--- config.mk ---
export PLATFORM = sky130hd
export DESIGN_NAME = uart_debug_master
export DESIGN_NICKNAME = d
export VERILOG_FILES = /design/src/rtl/uart_debug_master.sv
export SDC_FILE = /design/constraint.sdc
export NUM_CORES = 1
export LEC_CHECK = 0
export CELL_PAD_IN_SITES_DETAIL_PLACEMENT = 1
export CELL_PAD_IN_SITES_GLOBAL_PLACEMENT = 2
export CORE_UTILIZATION = 37
export DETAILED_ROUTE_END_ITERATION = 8
export GPL_ROUTABILITY_DRIVEN = 0
export HOLD_SLACK_MARGIN = 0.08
export PLACE_DENSITY = 0.78
export SYNTH_ARGS = -nofsm -noshare
export SYNTH_HDL_FRONTEND = slang
export SYNTH_SLANG_ARGS = --single-unit
--- constraint.sdc ---
create_clock -name clk -period 8.55 [get_ports clk]
set_clock_uncertainty 0.05 [all_clocks]
set_input_delay 2.1375 -clock clk [delete_from_list [all_inputs] [get_ports clk]]
set_output_delay 2.1375 -clock clk [all_outputs]
set_load 0.05 [all_outputs]
--- src/rtl/uart_debug_master.sv ---
// Serial-to-bus debug master: 8N1 command frames from a host drive 32-bit reads and writes
// on the native valid/ready bus, and the result is returned over the same serial link.

module uart_debug_master #(
   parameter int DIV     = 104,
   parameter int TIMEOUT = 1000000
) (
   input  logic        clk,
   input  logic        reset,
   input  logic        ser_rx,
   output logic        ser_tx,
   output logic        mem_valid,
   input  logic        mem_ready,
   output logic [31:0] mem_addr,
   output logic [31:0] mem_wdata,
   output logic [3:0]  mem_wstrb,
   input  logic [31:0] mem_rdata,
   output logic        busy
);

   localparam logic [15:0] BIT_LAST  = 16'(DIV - 1);
   localparam logic [15:0] HALF_LAST = 16'(DIV / 2 - 1);
   localparam logic [31:0] TO_LAST   = 32'(TIMEOUT - 1);

   localparam logic [7:0] CMD_READ     = 8'h52;
   localparam logic [7:0] CMD_WRITE    = 8'h57;
   localparam logic [7:0] RESP_OK      = 8'h4B;
   localparam logic [7:0] RESP_UNKNOWN = 8'h3F;

   typedef enum logic [1:0] {RX_IDLE, RX_START, RX_DATA, RX_STOP} rx_state_t;
   typedef enum logic [2:0] {S_CMD, S_ADDR, S_DATA, S_BUS, S_RESP} state_t;

   logic        rx_meta, rx_sync, rx_prev;
   rx_state_t   rx_state, rx_state_next;
   logic [15:0] rx_cnt;
   logic [2:0]  rx_bit;
   logic [7:0]  rx_shift;
   logic        rx_tick, rx_stb, rx_err;

   state_t      state, state_next;
   logic        is_write;
   logic [1:0]  byte_cnt;
   logic [31:0] to_cnt;
   logic        to_expired;
   logic [23:0] resp_buf;
   logic [1:0]  resp_left;

   logic [9:0]  tx_shift;
   logic [15:0] tx_cnt;
   logic [3:0]  tx_bits;
   logic        tx_active, tx_tick, tx_end, tx_load;
   logic [7:0]  tx_byte;

   assign rx_tick    = (rx_cnt == 16'd0);
   assign rx_stb     = (rx_state == RX_STOP) && rx_tick && rx_sync;
   assign rx_err     = (rx_state == RX_STOP) && rx_tick && !rx_sync;
   assign tx_tick    = (tx_cnt == 16'd0);
   assign tx_end     = tx_active && tx_tick && (tx_bits == 4'd0);
   assign to_expired = (to_cnt == TO_LAST);
   assign ser_tx     = tx_shift[0];
   assign busy       = (state != S_CMD);

   // Receiver bit-timing state; a start edge that is high again at mid-bit is a glitch.
   always_ff @(posedge clk or posedge reset) begin
      if (reset) rx_state <= RX_IDLE;
      else       rx_state <= rx_state_next;
   end

   always_comb begin
      rx_state_next = rx_state;
      case (rx_state)
         RX_IDLE:  if (rx_prev && !rx_sync) rx_state_next = RX_START;
         RX_START: if (rx_tick) rx_state_next = rx_sync ? RX_IDLE : RX_DATA;
         RX_DATA:  if (rx_tick && rx_bit == 3'd7) rx_state_next = RX_STOP;
         RX_STOP:  if (rx_tick) rx_state_next = RX_IDLE;
         default:  rx_state_next = RX_IDLE;
      endcase
   end

   always_ff @(posedge clk or posedge reset) begin
      if (reset) begin
         rx_meta  <= 1'b1;
         rx_sync  <= 1'b1;
         rx_prev  <= 1'b1;
         rx_cnt   <= 16'd0;
         rx_bit   <= 3'd0;
         rx_shift <= 8'h00;
      end else begin
         rx_meta <= ser_rx;
         rx_sync <= rx_meta;
         rx_prev <= rx_sync;
         case (rx_state)
            RX_IDLE: begin
               rx_cnt <= HALF_LAST;
               rx_bit <= 3'd0;
            end
            RX_DATA: begin
               if (rx_tick) begin
                  rx_shift <= {rx_sync, rx_shift[7:1]};
                  rx_bit   <= rx_bit + 3'd1;
                  rx_cnt   <= BIT_LAST;
               end else begin
                  rx_cnt <= rx_cnt - 16'd1;
               end
            end
            default: rx_cnt <= rx_tick ? BIT_LAST : rx_cnt - 16'd1;
         endcase
      end
   end

   // Command parser; the first response byte is launched on the same edge the parser enters S_RESP.
   always_ff @(posedge clk or posedge reset) begin
      if (reset) state <= S_CMD;
      else       state <= state_next;
   end

   always_comb begin
      state_next = state;
      tx_load    = 1'b0;
      tx_byte    = 8'h00;
      case (state)
         S_CMD: begin
            if (rx_stb) begin
               if (rx_shift == CMD_READ || rx_shift == CMD_WRITE) begin
                  state_next = S_ADDR;
               end else begin
                  state_next = S_RESP;
                  tx_load    = 1'b1;
                  tx_byte    = RESP_UNKNOWN;
               end
            end
         end
         S_ADDR: begin
            if (rx_err)                            state_next = S_CMD;
            else if (rx_stb && byte_cnt == 2'd3)   state_next = is_write ? S_DATA : S_BUS;
            else if (!rx_stb && to_expired)        state_next = S_CMD;
         end
         S_DATA: begin
            if (rx_err)                            state_next = S_CMD;
            else if (rx_stb && byte_cnt == 2'd3)   state_next = S_BUS;
            else if (!rx_stb && to_expired)        state_next = S_CMD;
         end
         S_BUS: begin
            if (mem_ready) begin
               state_next = S_RESP;
               tx_load    = 1'b1;
               tx_byte    = is_write ? RESP_OK : mem_rdata[7:0];
            end
         end
         S_RESP: begin
            if (tx_end) begin
               if (resp_left == 2'd0) begin
                  state_next = S_CMD;
               end else begin
                  tx_load = 1'b1;
                  tx_byte = resp_buf[7:0];
               end
            end
         end
         default: state_next = S_CMD;
      endcase
   end

   always_ff @(posedge clk or posedge reset) begin
      if (reset) begin
         is_write  <= 1'b0;
         byte_cnt  <= 2'd0;
         to_cnt    <= 32'd0;
         resp_buf  <= 24'h0;
         resp_left <= 2'd0;
         mem_valid <= 1'b0;
         mem_addr  <= 32'h0;
         mem_wdata <= 32'h0;
         mem_wstrb <= 4'h0;
      end else begin
         case (state)
            S_CMD: begin
               byte_cnt  <= 2'd0;
               resp_left <= 2'd0;
               if (rx_stb) is_write <= (rx_shift == CMD_WRITE);
            end
            S_ADDR: begin
               if (rx_stb) begin
                  mem_addr <= {rx_shift, mem_addr[31:8]};
                  byte_cnt <= byte_cnt + 2'd1;
                  if (byte_cnt == 2'd3 && !is_write) begin
                     mem_valid <= 1'b1;
                     mem_wstrb <= 4'h0;
                  end
               end
            end
            S_DATA: begin
               if (rx_stb) begin
                  mem_wdata <= {rx_shift, mem_wdata[31:8]};
                  byte_cnt  <= byte_cnt + 2'd1;
                  if (byte_cnt == 2'd3) begin
                     mem_valid <= 1'b1;
                     mem_wstrb <= 4'hF;
                  end
               end
            end
            S_BUS: begin
               if (mem_ready) begin
                  mem_valid <= 1'b0;
                  resp_buf  <= mem_rdata[31:8];
                  resp_left <= is_write ? 2'd0 : 2'd3;
               end
            end
            S_RESP: begin
               if (tx_end && resp_left != 2'd0) begin
                  resp_buf  <= {8'h00, resp_buf[23:8]};
                  resp_left <= resp_left - 2'd1;
               end
            end
            default: ;
         endcase
         if ((state == S_ADDR || state == S_DATA) && !rx_stb) to_cnt <= to_cnt + 32'd1;
         else                                                  to_cnt <= 32'd0;
      end
   end

   // Transmitter shifts {stop, data, start} out LSB first; the idle line is the all-ones fill.
   always_ff @(posedge clk or posedge reset) begin
      if (reset) begin
         tx_shift  <= 10'h3FF;
         tx_cnt    <= 16'd0;
         tx_bits   <= 4'd0;
         tx_active <= 1'b0;
      end else if (tx_load) begin
         tx_shift  <= {1'b1, tx_byte, 1'b0};
         tx_cnt    <= BIT_LAST;
         tx_bits   <= 4'd9;
         tx_active <= 1'b1;
      end else if (tx_active) begin
         if (tx_tick) begin
            if (tx_bits == 4'd0) begin
               tx_active <= 1'b0;
            end else begin
               tx_shift <= {1'b1, tx_shift[9:1]};
               tx_bits  <= tx_bits - 4'd1;
               tx_cnt   <= BIT_LAST;
            end
         end else begin
            tx_cnt <= tx_cnt - 16'd1;
         end
      end
   end

endmodule

==> metrics <==
CP Capture Type=output port; synth warn=0; Final Setup Violations=0; vias=6300; ys flop type=dfrtp_1; Chip Height=156 um; mapped cell area=8820 um2; P_int=1.53 mW; final hold vios=0; period utilization=0.523; Post-DP Area=10200 um2; total track usage=0.187; Critical R2R Capture=tx_cnt[4]; crit path kind=register to output port; Sequential Power Share=0.492; Critical Path Start=state[2]; H-tree depth=4; Clock Power Share=0.365; DP Wirelength=14500 um; FF+latch count, synth=192; R2R depth=7; sequential element share of the synthesized area=0.546; setup_tns=0 ns; GRT overflow=0; CP max FO=15; initial antenna violation count=0; die area=24500 um2; mean post-synth cell area=10.9 um2; io pins=107; Power Dens Cells=205 nW/um2; Worst-path clk slew=0.08 ns; Num CTS Buffers=17; post-synthesis async set-or-reset flop share=1.00; switching share of total power=0.304; HP Class=register to register; crit path capture=busy; Psw=669 uW; nets@finish=946; postcts setup bufs=0; Post-Syn Nets=852; clock insertion delay at the later pin of the skew report=0.44 ns; DRC=0; CP startpoint kind=register; Design Power=2.20 mW; Cells after Synth=807; VDD IR-drop max=127 uV; vias in the first global route=6644; Slew Viols, Final=0; initial core utilization=0.377; Tmin final=4.47 ns; Site Rows=56; RR Startpoint=state[2]; post-CTS resize count=0; pin count of the biggest net entering global routing=123; root buf cell=clkbuf_16; core box area=23400 um2; actual slew at the worst max-slew pin=1.15 ns; Comb pwr share=0.144; CTS tree=yes; max frequency=224 MHz; drt total wl=21200 um; clock buffer depth=2; hold_buf cts=0; EDFF count, synth=0; CP required=6.36 ns; vias per inst=5.11; max_cap viols=0; max_slew headroom=0.233; status=completed; proportion of layout cells with a drive suffix above 1=0.158; First-pass DRT Iterations=4; Unique masters post-synth=56; IO buf count=106; critical path arrival=2.28 ns; Sink Count=192; Chip Width=156 um; RSZ-0062 raised after global routing=no; DR iter-0 viols=218; r2r setup slk=4.94 ns; post-route cell area=10700 um2; Leak=4.78 nW; Ant. Diodes=0; routed len/inst=17.2 um; area grow syn2layout=21.9%; first-pass GRT wire length=35700 um; post-detailed-route count of antenna-violating nets=0
==> sequential cells by signal (all words and copies together) (netlist names), 4 cells and up, named ones only <==
name / count
tx_shift: 9
to_cnt: 32
mem_addr: 32
tx_bits: 4
rx_cnt: 16
rx_shift: 8
resp_buf: 24
mem_wdata: 32
tx_cnt: 16
==> cell usage after synthesis, drive strengths merged, types with 17 or more instances <==
cell,instances,area share
dfrtp,180,0.51
nand2,107,0.046
mux2,75,0.096
nor2,68,0.029
o21ai,55,0.032
xnor2,30,0.030
a21oi,23,0.013
mux2i,22,0.025
buf,19,0.013
xor2,19,0.019
inv,17,0.0072
nand3,17,0.0096
nor4,17,0.015
==> per-stage QoR <==
stage | hold WS [ns] | worst slack [ns] | std cells | util
2_1_floorplan | 0.295 | 1.16 | 807 | -
4_1_cts | 0.314 | 4.04 | 1233 | 0.459
5_1_grt | 0.313 | 3.99 | 1233 | 0.459
3_3_place_gp | 0.298 | 4.12 | 1201 | 0.434
6_report | 0.313 | 4.08 | 1233 | 0.459
3_5_place_dp | 0.304 | 4.07 | 1201 | 0.434
==> worst min-delay path by stage <==
stage | slack [ns] | cells past startpoint | endpoint | from
2_1_floorplan | 0.30 | 0 | rx_sync | rx_meta
3_3_place_gp | 0.30 | 0 | rx_sync | rx_meta
3_5_place_dp | 0.30 | 0 | rx_sync | rx_meta
4_1_cts | 0.31 | 0 | rx_sync | rx_meta
5_1_grt | 0.31 | 0 | rx_sync | rx_meta
6_report | 0.31 | 0 | rx_sync | rx_meta
==> cell usage in the layout (no fill, tap or decap), types with 3 or more instances in the layout <==
master,synthesis,final
or3b_2,3,3
ha_1,9,9
clkdlybuf4s50_1,0,106
nor2_1,68,68
xor2_1,19,19
xnor2_1,30,30
nor4_1,14,14
buf_4,3,4
o21ai_0,54,54
clkinv_8,0,3
nor3_1,14,12
a21oi_1,23,22
a311oi_1,5,5
inv_1,17,16
mux2_2,75,75
o31ai_1,3,3
dfstp_2,12,12
clkbuf_16,0,17
mux2i_1,22,22
or2_2,4,4
nand2_1,107,107
or3_1,14,14
inv_8,0,5
nand4_1,6,6
or4_1,5,5
inv_6,0,3
nand3_1,17,17
a31oi_1,12,12
and3_1,12,12
dfrtp_1,180,180
a32o_1,3,3
and2_1,6,6
and4_1,3,3
==> power groups by stage <==
stage	sequential [mW]	combinational, mW	clock, mW
finish	1.08	0.316	0.802
global route	1.10	0.362	0.862
CTS	1.08	0.322	0.831
detailed placement	1.10	0.320	0
global placement	1.10	0.313	0
floorplan	1.09	0.232	0
==> cell type report <==
type | instances | area [um2]
clock buffers | 17 | 425
clock inverters | 15 | 164
fillers | 2592 | 12700
inverters | 17 | 71.3
multi-input cells | 563 | 3780
flip-flops and latches | 192 | 4820
well taps | 319 | 399
repair buffers | 110 | 1090
==> worst max-delay path: stages (launching register included) <==
cell	delay (ns)
dfrtp_1	0.59
or3_1	0.48
clkdlybuf4s50_1	0.76
==> layer usage <==
layer	track usage	wire length (um)	part of all wire	vias to the layer above
met2	0.295	10100	0.48	63
li1	-	-	-	3017
met4	0.0574	313	0.015	0
met1	0.262	10300	0.48	3200
met3	0.0327	509	0.024	20
met5	0	0	0	-
==> kinds of logic after synthesis <==
family,after synthesis,synth area share
adders and majority gates,10,0.0139
muxes,97,0.121
and+or+nand+nor,293,0.164
buffers and inverters,52,0.0275
DFF,192,0.546
xor gates and xnor gates,49,0.0487
AOI/OAI and AO/OA,114,0.0785
(Power assumes the default switching activity.)
